`config.mk`:
```
export PLATFORM = sky130hd
export DESIGN_NAME = oka_partial_product_seq
export DESIGN_NICKNAME = d
export VERILOG_FILES = /design/src/rtl/oka_pkg.sv /design/src/rtl/oka_gf2_serial_mult_step.sv /design/src/rtl/oka_partial_product_seq.sv
export SDC_FILE = /design/constraint.sdc
export NUM_CORES = 1
export LEC_CHECK = 0
export ABC_AREA = 1
export BUFFER_PORTS_ARGS = -buffer_cell sky130_fd_sc_hd__buf_2
export CAP_MARGIN = 30
export CORE_ASPECT_RATIO = 0.6
export CORE_MARGIN = 8
export CORE_UTILIZATION = 41
export DETAILED_ROUTE_END_ITERATION = 6
export GPL_ROUTABILITY_DRIVEN = 0
export SLEW_MARGIN = 30
export SYNTH_ARGS = -nofsm -noshare
export SYNTH_HDL_FRONTEND = slang
export SYNTH_SLANG_ARGS = --single-unit
```
`constraint.sdc`:
```
create_clock -name clk -period 4 [get_ports clk]
set_input_delay 1.2 -clock clk [delete_from_list [all_inputs] [get_ports clk]]
set_output_delay 1.2 -clock clk [all_outputs]
set_load 0.05 [all_outputs]
```
`src/rtl/oka_pkg.sv`:
```
// Shared definitions for the OKA partial-product feeder: operand sizing helpers,
// the sequencer state type and the coefficient counter width.
package oka_pkg;

   localparam int N_DEFAULT = 14;

   // Half-operand width: one polynomial split into its even or odd coefficients.
   function automatic int oka_h(input int n);
      return n / 2;
   endfunction

   // Width of a carry-less product of two half-operands.
   function automatic int oka_pw(input int n);
      return 2 * (n / 2) - 1;
   endfunction

   function automatic int oka_cw(input int h);
      return $clog2(h);
   endfunction

   typedef enum logic [1:0] {
      IDLE    = 2'd0,
      COMPUTE = 2'd1,
      DONE    = 2'd2
   } oka_state_t;

endpackage

```
`src/rtl/oka_gf2_serial_mult_step.sv`:
```
// One serial GF(2) shift-and-XOR accumulator: each enabled cycle folds x*x^cnt
// into the accumulator when y_bit is set. clear restarts the sum on that same step.
module oka_gf2_serial_mult_step #(
   parameter int H  = 7,
   parameter int PW = 13,
   parameter int CW = 3
) (
   input  logic          clk,
   input  logic          rst,
   input  logic [H-1:0]  x,
   input  logic          y_bit,
   input  logic [CW-1:0] cnt,
   input  logic          clear,
   input  logic          enable,
   output logic [PW-1:0] acc
);

   logic [PW-1:0] acc_q;
   logic [PW-1:0] acc_d;
   logic [PW-1:0] x_ext;
   logic [PW-1:0] term;

   always_comb begin
      x_ext = PW'(x);
      term  = y_bit ? (x_ext << cnt) : '0;
      acc_d = acc_q;
      if (enable) begin
         // Clearing on the first step keeps the previous result visible until a new product starts.
         acc_d = (clear ? '0 : acc_q) ^ term;
      end
   end

   always_ff @(posedge clk or posedge rst) begin
      if (rst) begin
         acc_q <= '0;
      end else begin
         acc_q <= acc_d;
      end
   end

   assign acc = acc_q;

endmodule

```
`src/rtl/oka_partial_product_seq.sv`:
```
// Splits two GF(2) polynomials into even/odd halves and serially forms the four
// half-products (ee, eo, oe, oo) for the overlap recombination stage.
module oka_partial_product_seq
   import oka_pkg::*;
#(
   parameter int N = N_DEFAULT
) (
   input  logic                   clk,
   input  logic                   rst,
   input  logic                   in_valid,
   output logic                   in_ready,
   input  logic [N-1:0]           a_in,
   input  logic [N-1:0]           b_in,
   output logic                   out_valid,
   input  logic                   out_ready,
   output logic [oka_pw(N)-1:0]   pp_ee,
   output logic [oka_pw(N)-1:0]   pp_eo,
   output logic [oka_pw(N)-1:0]   pp_oe,
   output logic [oka_pw(N)-1:0]   pp_oo
);

   localparam int H  = oka_h(N);
   localparam int PW = oka_pw(N);
   localparam int CW = oka_cw(H);
   localparam logic [CW-1:0] CNT_LAST = CW'(H - 1);

   oka_state_t    state_q, state_d;
   logic [CW-1:0] cnt_q, cnt_d;
   logic          load;
   logic          step_en;

   logic [H-1:0]  a_even, a_odd, b_even, b_odd;
   logic [H-1:0]  ae_q, ao_q, be_q, bo_q;

   generate
      for (genvar gi = 0; gi < H; gi++) begin : g_split
         assign a_even[gi] = a_in[2*gi];
         assign a_odd[gi]  = a_in[2*gi+1];
         assign b_even[gi] = b_in[2*gi];
         assign b_odd[gi]  = b_in[2*gi+1];
      end
   endgenerate

   always_comb begin
      state_d = state_q;
      cnt_d   = cnt_q;
      load    = 1'b0;
      step_en = 1'b0;
      case (state_q)
         IDLE: begin
            if (in_valid) begin
               load    = 1'b1;
               cnt_d   = '0;
               state_d = COMPUTE;
            end
         end
         COMPUTE: begin
            step_en = 1'b1;
            if (cnt_q == CNT_LAST) begin
               cnt_d   = '0;
               state_d = DONE;
            end else begin
               cnt_d = cnt_q + 1'b1;
            end
         end
         DONE: begin
            if (out_ready) begin
               state_d = IDLE;
            end
         end
         default: begin
            state_d = IDLE;
            cnt_d   = '0;
         end
      endcase
   end

   always_ff @(posedge clk or posedge rst) begin
      if (rst) begin
         state_q <= IDLE;
         cnt_q   <= '0;
         ae_q    <= '0;
         ao_q    <= '0;
         be_q    <= '0;
         bo_q    <= '0;
      end else begin
         state_q <= state_d;
         cnt_q   <= cnt_d;
         if (load) begin
            ae_q <= a_even;
            ao_q <= a_odd;
            be_q <= b_even;
            bo_q <= b_odd;
         end
      end
   end

   assign in_ready  = (state_q == IDLE);
   assign out_valid = (state_q == DONE);

   // Product order: ee, eo, oe, oo -> X is the A half, Y supplies the serial bit.
   logic [H-1:0]  x_arr   [4];
   logic [H-1:0]  y_arr   [4];
   logic [PW-1:0] acc_arr [4];

   assign x_arr[0] = ae_q;  assign y_arr[0] = be_q;
   assign x_arr[1] = ae_q;  assign y_arr[1] = bo_q;
   assign x_arr[2] = ao_q;  assign y_arr[2] = be_q;
   assign x_arr[3] = ao_q;  assign y_arr[3] = bo_q;

   generate
      for (genvar gi = 0; gi < 4; gi++) begin : g_step
         oka_gf2_serial_mult_step #(
            .H  (H),
            .PW (PW),
            .CW (CW)
         ) u_step (
            .clk    (clk),
            .rst    (rst),
            .x      (x_arr[gi]),
            .y_bit  (y_arr[gi][cnt_q]),
            .cnt    (cnt_q),
            .clear  (cnt_q == '0),
            .enable (step_en),
            .acc    (acc_arr[gi])
         );
      end
   endgenerate

   assign pp_ee = acc_arr[0];
   assign pp_eo = acc_arr[1];
   assign pp_oe = acc_arr[2];
   assign pp_oo = acc_arr[3];

endmodule

```
After elaboration in Yosys (flattened, before gate mapping)
Cells that the tools add are included.

Bits in registers: 85. Input port bits: 32. Output and inout bits: 54.

Magnitude comparators: 1. Shift-type cells: 2. Reduce and logical (&&, ||, !) cells: 4. $add $sub $neg: 1. Equality and inequality tests: 6. Muxes and demuxes: 22. Bitwise gates (word level): 5.

Operators with widths (count): 2-to-1 mux 13 bit (8); bitwise XOR 13 bit (4); left shift 7 x 3 -> 13 bit (2); case mux 3 bit (3 select lines) (1); binary-select mux 1 bit (select 3 bit) (2); 2-to-1 mux 2 bit (3); 2-to-1 mux 3 bit (2); case mux 2 bit (3 select lines) (1); 2-to-1 mux 1 bit (5); less-than comparator 3 x 4 -> 1 bit, second input constant (1); != test 2 bit, second input constant (2); adder 3 x 1 -> 3 bit, second input constant (1); equality test 3 bit, second input constant (1); logical NOT 3 bit (1); AND reduction 3 bit (1); equality test 2 x 1 -> 1 bit, second input constant (1); equality test 2 bit, second input constant (1); logical NOT 2 bit (1); != test 2 x 1 -> 1 bit, second input constant (1); AND reduction 2 bit (1); NOT 1 bit (1).

Depth between registers and ports, before layout
Gate-level depths: netlist of the first run.

Depth after elaboration: 4. Gate-level depth with buffers: 14.

Cells and area by module
A second synthesis of the first run with hierarchy kept.

Cells, all modules: 762. Area, all modules: 5287.6 um2.

By module, submodules not included: oka_gf2_serial_mult_step (instances 4, sequential area each 325.3 um2, cells each 142, area an instance 944.7 um2); oka_partial_product_seq (instances 1, sequential area each 825.8 um2, cells each 194, area an instance 1508.9 um2).

Worst setup path after synthesis of the first run
Ideal clock, no wire load.

Kind: register to output. From: register state_q[0]. To: output port in_ready. Arrival time: 1.133 ns. Buffers on the path: 0. Slack: 1.667 ns. Stages on the path, launching flop included: 2. Path through: dfrtp_1 nor2_1.

Cells in the longest elaborated chain, start to end: 1.

RTL lines: start: declaration (line oka_partial_product_seq.sv:27) `oka_state_t state_q, state_d;`; start signal: assignment (line oka_partial_product_seq.sv:87) `state_q <= state_d;`; logical NOT 2 bit (line oka_partial_product_seq.sv:98) `assign in_ready = (state_q == IDLE);`; end: declaration (line oka_partial_product_seq.sv:11) `output logic in_ready,`.

Every way passes these cells.

Final worst setup path of the first run
From: register cnt_q[0]. To: register g_step[0].u_step.acc_q[7].

Cells in the longest elaborated chain, start to end: 4. Elaborated cells between the ends (all ways): 7. Those cells by class: 1 x shift; 4 x mux; 1 x bitwise; 1 x reduce/logical.

RTL lines: start: declaration (line oka_partial_product_seq.sv:28) `logic [CW-1:0] cnt_q, cnt_d;`; start signal: assignment (line oka_partial_product_seq.sv:88) `cnt_q <= cnt_d;`; binary-select mux 1 bit (select 3 bit) (line oka_partial_product_seq.sv:121) `.y_bit (y_arr[gi][cnt_q]),`; 2-to-1 mux 1 bit (implied by the code) (line oka_partial_product_seq.sv:121); 2-to-1 mux 13 bit (line oka_gf2_serial_mult_step.sv:25) `term = y_bit ? (x_ext << cnt) : '0;`; bitwise XOR 13 bit (*) (line oka_gf2_serial_mult_step.sv:29) `acc_d = (clear ? '0 : acc_q) ^ term;`; end signal: assignment (line oka_gf2_serial_mult_step.sv:35) `acc_q <= '0;`; end signal: assignment (line oka_gf2_serial_mult_step.sv:37) `acc_q <= acc_d;`; end: declaration (line oka_gf2_serial_mult_step.sv:18) `logic [PW-1:0] acc_q;`.

Mark *: on every way between the ends. The rest lies on a longest branch, timed or not. The select of a mux whose other input is x is not followed. A chain may end at the register's enable or synchronous reset.

==> results of run 1 <==
==> cell usage in the layout (no fill, tap or decap), drive strengths merged <==
cell type and instances:
a21oi 10, nor3 10, clkbuf 13, nor2 57, o21bai 2, buf 90
a31oi 1, xnor2 4, inv 76, mux2 26, nand2 218, a31o 1
nand4 31, o21ai 5, bufinv 1, xor2 5, clkinvlp 1, o31ai 1
dfrtp 85, o22ai 2, nand3 74, clkinv 3
==> cell families after synthesis <==
family	share of synthesized area
flops	0.428
xor+xnor	0.0159
buf+inv	0.110
mux	0.0589
compound gates	0.0267
simple gates	0.360
==> critical path, stage by stage (launching register included) <==
cell and delay (ns):
dfrtp_1 0.72, nor2_1 0.27, nand2_1 0.11, nor2_4 0.45
inv_2 0.45, nand2_1 0.20, inv_1 0.05, nor2_1 0.10
nor2_1 0.04
==> worst min-delay path by stage <==
stage	start	endpoint	slack, ns	depth (start not counted)
finish	be_q[1]	be_q[1]	0.51	1
global route	bo_q[4]	bo_q[4]	0.53	1
CTS	be_q[1]	be_q[1]	0.51	1
detailed placement	be_q[1]	be_q[1]	0.50	1
global placement	bo_q[5]	bo_q[5]	0.49	1
floorplan	bo_q[0]	bo_q[0]	0.48	1
==> sequential cells by signal, indices dropped and copies added (netlist names) <==
signal             flops
cnt_q                  3
g_step.u_step.acc     52
bo_q                   7
ae_q                   7
ao_q                   7
state_q                2
be_q                   7
==> cell type report <==
type	count	area share
multi-input cells	447	0.402
clock buffers	13	0.0474
clock inverters	3	0.00746
inverters	78	0.0529
flip-flops and latches	85	0.373
repair buffers	90	0.0811
well taps	165	0.0362
==> power groups by stage <==
stage,clock network (mW),registers (mW),logic [mW]
floorplan,0,2.03,2.19
global placement,0,1.52,3.23
detailed placement,0,1.54,3.29
CTS,0.882,1.53,3.29
global route,0.918,1.57,3.65
finish,0.864,1.53,3.29
==> metrics by stage <==
| step | utilization | instance area, um2 |
|---|---|---|
| 6_report | 0.478 | 5710 |
| 5_1_grt | 0.478 | 5710 |
| 4_1_cts | 0.478 | 5710 |
| 3_5_place_dp | 0.451 | 5390 |
| 3_3_place_gp | 0.451 | 5390 |
| 2_1_floorplan | - | 4970 |
==> routing by layer <==
metal  share of wire  GRT usage
met5               0          0
met4           0.012     0.0375
met3           0.068     0.0430
met2            0.41      0.247
met1            0.51      0.252
==> flow_summary.yaml, run 1 <==
finish:
  fillCellCount: 1214
  multi_input_area_um2: 2290
  final-instance-count-excl-fill: 881
  layout-drive-gt1-share: 0.247
  diodes: 0
  fin_nets: 743
  syn2layout_area_growth_pct: 14.8
  regArea_um2: 2130
flow_run:
  cap_viol_max_count: 0
floorplanning:
  die_height_um: 101
  start_util: 0.416
  core_area_um2: 11900
  rows: 31
  ios: 86
  die-area_um2: 16000
  die_w_um: 158
route:
  drc_errors: 0
  via_per_inst: 5.03
  drtIter0Drc: 339
  num_vias: 4434
  wl_per_cell_um: 14.8
  wl_mm: 13.1
  ant_nets: 0
  drt_pass1_iterations: 5
pwr:
  p_sw_frac: 0.543
  fin_total_pwr_mw: 5.68
  internal_power_mw: 2.60
  clkPwrFrac: 0.152
  ir_drop_v: 0.000409
  p_sw_mw: 3.08
  p_leak_nw: 3.06
  powerDensity_nw_per_um2: 996
  p_seq_frac: 0.269
  p_comb_frac: 0.579
hold_path:
  hp-class: "flop to flop"
synthesis:
  synth_async_sr_flop_share: 1.00
  netlist_instances: 643
  yosys_register_bits: 85
  synth_edf_count: 0
  syn_avg_cell_area_um2: 7.73
  synth_most_common_cell: "nand2_1"
  synth_seq_area_share: 0.428
  synth_area_leader_cell: "dfrtp_1"
  ys_warn_count: 0
  synth_ff_type: "dfrtp_1"
  netlist_top_cells_area: "dfrtp_1 (43%), nand2_1 (15%), nand3_1 (6.4%)"
  ys_top_cells_by_count: "nand2_1 (198), dfrtp_1 (85), inv_1 (71)"
  synth_top_area_frac: 0.428
  synthesis.nets: 675
  ys_types: 35
  synthesis.area_um2: 4970
clocking:
  cts_tree: "built"
  post_cts_buffers: 0
  htree_levels: 3
  cts.sinks: 85
  cts_buffer_depth: 2
  clkTransAtPathRegs_ns: 0.06
  cts_buffers: 9
  post_cts_resize_count: 0
  cts_hold_buf: 0
  clk_latency_ns: 0.34
  clockRootBuffer: "clkbuf_16"
critical_path:
  path_max_fanout: 45
  start_kind: "flop"
  crit_type: "flop to flop"
  timing.rr.start: "cnt_q[0]"
  end_kind: "flop"
  endpoint: "g_step[0].u_step.acc[7]"
  rrSetupSlack_ns: 1.44
  setup.worst_path.start: "cnt_q[0]"
  cp_data_required_time_ns: 4.22
  r2r_end: "g_step[0].u_step.acc[7]"
  reg2regPathDepth: 8
  critPathArrivalTime_ns: 2.78
outcome:
  outcome: "finished, final reports clean"
grt:
  grt_max_degree: 52
  grt_pass1_vias: 4248
  antenna_found_initial: 0
  grtUsageTotal: 0.171
  grt_first_pass_wirelength_mm: 21.8
  overflow: 0
place:
  place_inst: 865
  place_ws_ns: 1.47
  dp_hpwl_mm: 9.94
  portBuffers: 85
timing:
  finalMaxSlewViolations: 0
  hold_ws_ns: 0.509
  rsz0062_at_grt: "no"
  max_slew_margin: 0.388
  finalCriticalPeriod_ns: 2.56
  fin_crit_sh: 0.640
  max_freq_mhz: 391
  tns_ns: 0
  skew_ns: 0.00426
  hold_violations: 0
  worstMarginPinSlew_ns: 0.919
  fin_ws_ns: 1.44
  setup_viol: 0
Note: power is estimated with default switching activity, not from simulation.
==> run 2, diff against run 1 <==
clock period = 2.6 ns   (was 4 ns; I/O delays follow)
==> run 2 against run 1 <==
Cell area up 1.2%. Critical path depth down 6. Critical path type is now flop to primary output. First-iteration DRC count is 20% higher. Combinational power rose by 57%. Clock power up 70%. Sequential power up 50%. Utilization grew 0.56 points. Clock skew grew 0.0029 ns. Routed wire length hardly changed. Hold slack got worse by 0.025 ns. Setup slack worse by 0.87 ns. Largest cell class unchanged.
==> flow_summary.yaml, run 2 (synthesis results as in run 1) <==
timing:
  tns_ns: 0
  rsz0062_at_grt: "no"
  max_freq_mhz: 493
  worstMarginPinSlew_ns: 0.741
  skew_ns: 0.00721
  fin_crit_sh: 0.780
  finalMaxSlewViolations: 0
  setup_viol: 0
  max_slew_margin: 0.505
  hold_violations: 0
  finalCriticalPeriod_ns: 2.03
critical_path:
  crit_slowest_cell: "dfrtp_1"
  path_max_fanout: 5
  endpoint: "in_ready"
  cp_data_required_time_ns: 1.82
  end_kind: "primary output"
  start_kind: "flop"
  r2r_end: "g_step[2].u_step.acc[6]"
  slowest_delay_ns: 0.43
  critPathArrivalTime_ns: 1.25
  timing.rr.start: "cnt_q[0]"
  rrSetupSlack_ns: 0.62
  setup.worst_path.start: "state_q[0]"
  path_cells: "nor2_1 > buf_2"
  reg2regPathDepth: 7
  crit_type: "flop to primary output"
clocking:
  clk_latency_ns: 0.34
  htree_levels: 3
  cts.sinks: 85
  clkTransAtPathRegs_ns: 0.06
  post_cts_resize_count: 0
  cts_hold_buf: 0
  post_cts_buffers: 0
  clockRootBuffer: "clkbuf_16"
  cts_buffers: 9
  cts_buffer_depth: 2
  cts_tree: "built"
route:
  via_per_inst: 5.06
  drc_errors: 0
  wl_per_cell_um: 14.8
  drt_pass1_iterations: 5
  wl_met2_mm: 5.48
  topRoutingLayerUsed: "met4"
  wl_met3_mm: 1.07
  wl_mm: 13.1
  ant_nets: 0
  drtIter0Drc: 407
  num_vias: 4474
  wl_met1_mm: 6.36
place:
  dp_hpwl_mm: 9.99
  place_inst: 868
  post_dp_cell_area_um2: 5430
  portBuffers: 85
grt:
  antenna_found_initial: 0
  grt_first_pass_wirelength_mm: 21.6
  grt_max_degree: 51
  grt_pass1_vias: 4351
  grtUsageTotal: 0.172
  overflow: 0
floorplanning:
  die_w_um: 158
  core_area_um2: 11900
  die-area_um2: 16000
  die_height_um: 101
  rows: 31
  ios: 86
  start_util: 0.416
outcome:
  outcome: "finished, final reports clean"
pwr:
  p_leak_nw: 3.10
  powerDensity_nw_per_um2: 1550
  ir_drop_v: 0.000613
finish:
  syn2layout_area_growth_pct: 16.1
  diodes: 0
  layout_common_cells: "nand2_1 (198), dfrtp_1 (85), buf_2 (85)"
  final-instance-count-excl-fill: 884
  fin_nets: 746
  mostFrequentLayoutCell: "nand2_1"
  final_area_um2: 5770
  largest_reg_flops: 52
  layout-drive-gt1-share: 0.249
flow_run:
  cap_viol_max_count: 0
hold_path:
  hp-class: "primary input to async pin"
run 2: worst min-delay path by stage:
| stage | slack [ns] | cells past startpoint | from | to |
|---|---|---|---|---|
| after floorplan | 0.48 | 1 | bo_q[0] | bo_q[0] |
| after global placement | 0.49 | 2 | g_step[0].u_step.acc[0] | g_step[0].u_step.acc[0] |
| after detailed placement | 0.50 | 1 | bo_q[2] | bo_q[2] |
| after CTS | 0.50 | 2 | rst | state_q[0] |
| after global routing | 0.53 | 2 | rst | state_q[0] |
| final | 0.48 | 2 | rst | state_q[0] |
run 2: stage by stage:
stage | utilization | hold slack (ns) | setup WS, ns | total power [mW]
finish | 0.483 | 0.484 | 0.572 | 8.94
global placement | 0.455 | 0.495 | 0.729 | 7.35
CTS | 0.483 | 0.502 | 0.559 | 8.96
floorplan | - | 0.480 | 0.627 | 6.50
detailed placement | 0.455 | 0.504 | 0.622 | 7.46
global route | 0.483 | 0.531 | 0.433 | 9.62
run 2: metal layers:
| metal | up-vias | GRT usage |
|---|---|---|
| li1 | 2180 | - |
| met4 | 0 | 0.0490 |
| met5 | - | 0 |
| met1 | 2137 | 0.245 |
| met3 | 14 | 0.0481 |
| met2 | 143 | 0.249 |
run 2: power by group:
group	internal, mW	total, mW	switching, mW
clock	0.964	1.47	0.508
combinational	1.33	5.17	3.84
sequential	1.87	2.30	0.425
run 2: final cells by class:
type,count,area [um2]
well taps,165,206
flip-flops and latches,85,2130
repair buffers,93,498
fillers,1218,6170
inverters,78,304
clock inverters,4,95.1
clock buffers,12,246
multi-input cells,447,2290
run 2: critical path: cells and delay by family, from the launching register on:
family                 cells  cell delay (ns)
AND/OR/NAND/NOR            1             0.18
buffers and inverters      1             0.29
flip-flops                 1             0.43
==> run 3, diff against run 2 <==
clock period = 1.85 ns   (was 2.6 ns; I/O delays follow)
==> run 3 against run 2 <==
Via count is 1.5% higher. Clock power is 24% higher. Register-to-register slack worse by 0.51 ns. First-iteration DRC count is 1.5% higher. Clock skew is 0.0011 ns higher. Die area stayed put. Routed wire length is 4.5% higher. Cell count is 1.2% higher. Critical endpoint unchanged.
==> flow_summary.yaml, run 3 (synthesis results as in run 1) <==
timing:
  max_freq_mhz: 565
  hold_violations: 0
  finalCriticalPeriod_ns: 1.77
  max_slew_margin: 0.687
  skew_ns: 0.00832
  fin_ws_ns: 0.0810
  worstMarginPinSlew_ns: 0.470
  rsz0062_at_grt: "no"
  setup_viol: 0
  tns_ns: 0
  finalMaxSlewViolations: 0
  fin_crit_sh: 0.956
place:
  portBuffers: 85
  place_ws_ns: 0.0803
  dp_hpwl_mm: 10.1
  post_dp_cell_area_um2: 5550
critical_path:
  endpoint: "in_ready"
  reg2regPathDepth: 8
  path_cells: "nor2_2 > buf_2"
  rrSetupSlack_ns: 0.11
  slowest_delay_ns: 0.43
  r2r_end: "g_step[1].u_step.acc[6]"
  setup.worst_path.start: "state_q[0]"
  path_max_fanout: 5
  critPathArrivalTime_ns: 1.21
  end_kind: "primary output"
  crit_type: "flop to primary output"
  cp_data_required_time_ns: 1.29
  crit_slowest_cell: "dfrtp_1"
  start_kind: "flop"
  timing.rr.start: "cnt_q[0]"
grt:
  antenna_found_initial: 0
  met1_usage: 0.246
  grtUsageTotal: 0.175
  grt_pass1_vias: 4374
  met2_usage: 0.258
  gr-usage-met3: 0.0524
  overflow: 0
  grt_first_pass_wirelength_mm: 22.1
  grt_busiest_layer: "met2"
  grt_max_degree: 86
clocking:
  htree_levels: 3
  post_cts_buffers: 0
  clockRootBuffer: "clkbuf_16"
  cts_buffer_depth: 2
  clkTransAtPathRegs_ns: 0.06
  cts.sinks: 85
  cts_tree: "built"
  cts_hold_buf: 0
  post_cts_resize_count: 0
  clk_latency_ns: 0.35
  cts_buffers: 9
floorplanning:
  rows: 31
  die-area_um2: 16000
  core_area_um2: 11900
  die_height_um: 101
  die_w_um: 158
  start_util: 0.416
  ios: 86
route:
  num_vias: 4541
  ant_nets: 0
  wl_per_cell_um: 15.3
  drc_errors: 0
  wl_mm: 13.7
  drt_pass1_iterations: 5
  via_per_inst: 5.07
  drtIter0Drc: 413
finish:
  post-route-util: 0.491
  fin_nets: 757
  layout-drive-gt1-share: 0.264
  mostFrequentLayoutCell: "nand2_1"
  diodes: 0
  syn2layout_area_growth_pct: 18.1
  layout_common_cells: "nand2_1 (198), buf_2 (85), dfrtp_1 (84)"
  final_area_um2: 5870
  fillCellCount: 1223
  largest_reg_flops: 52
pwr:
  powerDensity_nw_per_um2: 2180
  ir_drop_v: 0.000901
  fin_total_pwr_mw: 12.8
  p_leak_nw: 3.14
hold_path:
  hp-class: "primary input to async pin"
outcome:
  outcome: "finished, final reports clean"
flow_run:
  cap_viol_max_count: 0
==> run 3: per-stage QoR <==
stage,hold WS (ns),std cells
after floorplan,0.480,643
after detailed placement,0.499,878
final,0.334,895
after global placement,0.499,878
after CTS,0.368,894
after global routing,0.383,895
==> run 3: worst min-delay path by stage <==
stage,startpoint,endpoint,depth (start not counted)
2_1_floorplan,bo_q[0],bo_q[0],1
3_3_place_gp,bo_q[4],bo_q[4],1
3_5_place_dp,be_q[3],be_q[3],1
4_1_cts,rst,g_step[1].u_step.acc[2],3
5_1_grt,rst,g_step[1].u_step.acc[2],3
6_report,rst,g_step[1].u_step.acc[2],3
==> run 3: cell type report <==
class | instances | area, um2 | share of cell area
Clock inverter | 4 | 47.5 | 0.00810
Multi-Input combinational cell | 448 | 2320 | 0.395
Inverter | 78 | 304 | 0.0518
Sequential cell | 85 | 2130 | 0.363
Timing Repair Buffer | 103 | 618 | 0.105
Tap cell | 165 | 206 | 0.0352
Clock buffer | 12 | 246 | 0.0420
==> run 3: worst max-delay path, delay by kind of cell (launching register included) <==
| kind | cells | cell delay [ns] |
|---|---|---|
| flip-flops | 1 | 0.43 |
| buffers and inverters | 1 | 0.28 |
| AND/OR/NAND/NOR | 1 | 0.16 |
==> run 3: report_power, final <==
part | switching (mW) | internal (mW)
Clock | 0.741 | 1.08
Combinational | 5.56 | 2.17
Sequential | 0.592 | 2.64
==> run 3: metal layers <==
| metal | part of all wire | wire [um] |
|---|---|---|
| met1 | 0.48 | 6620 |
| met2 | 0.42 | 5780 |
| met3 | 0.083 | 1140 |
| met4 | 0.0095 | 130 |
| met5 | 0 | 0 |
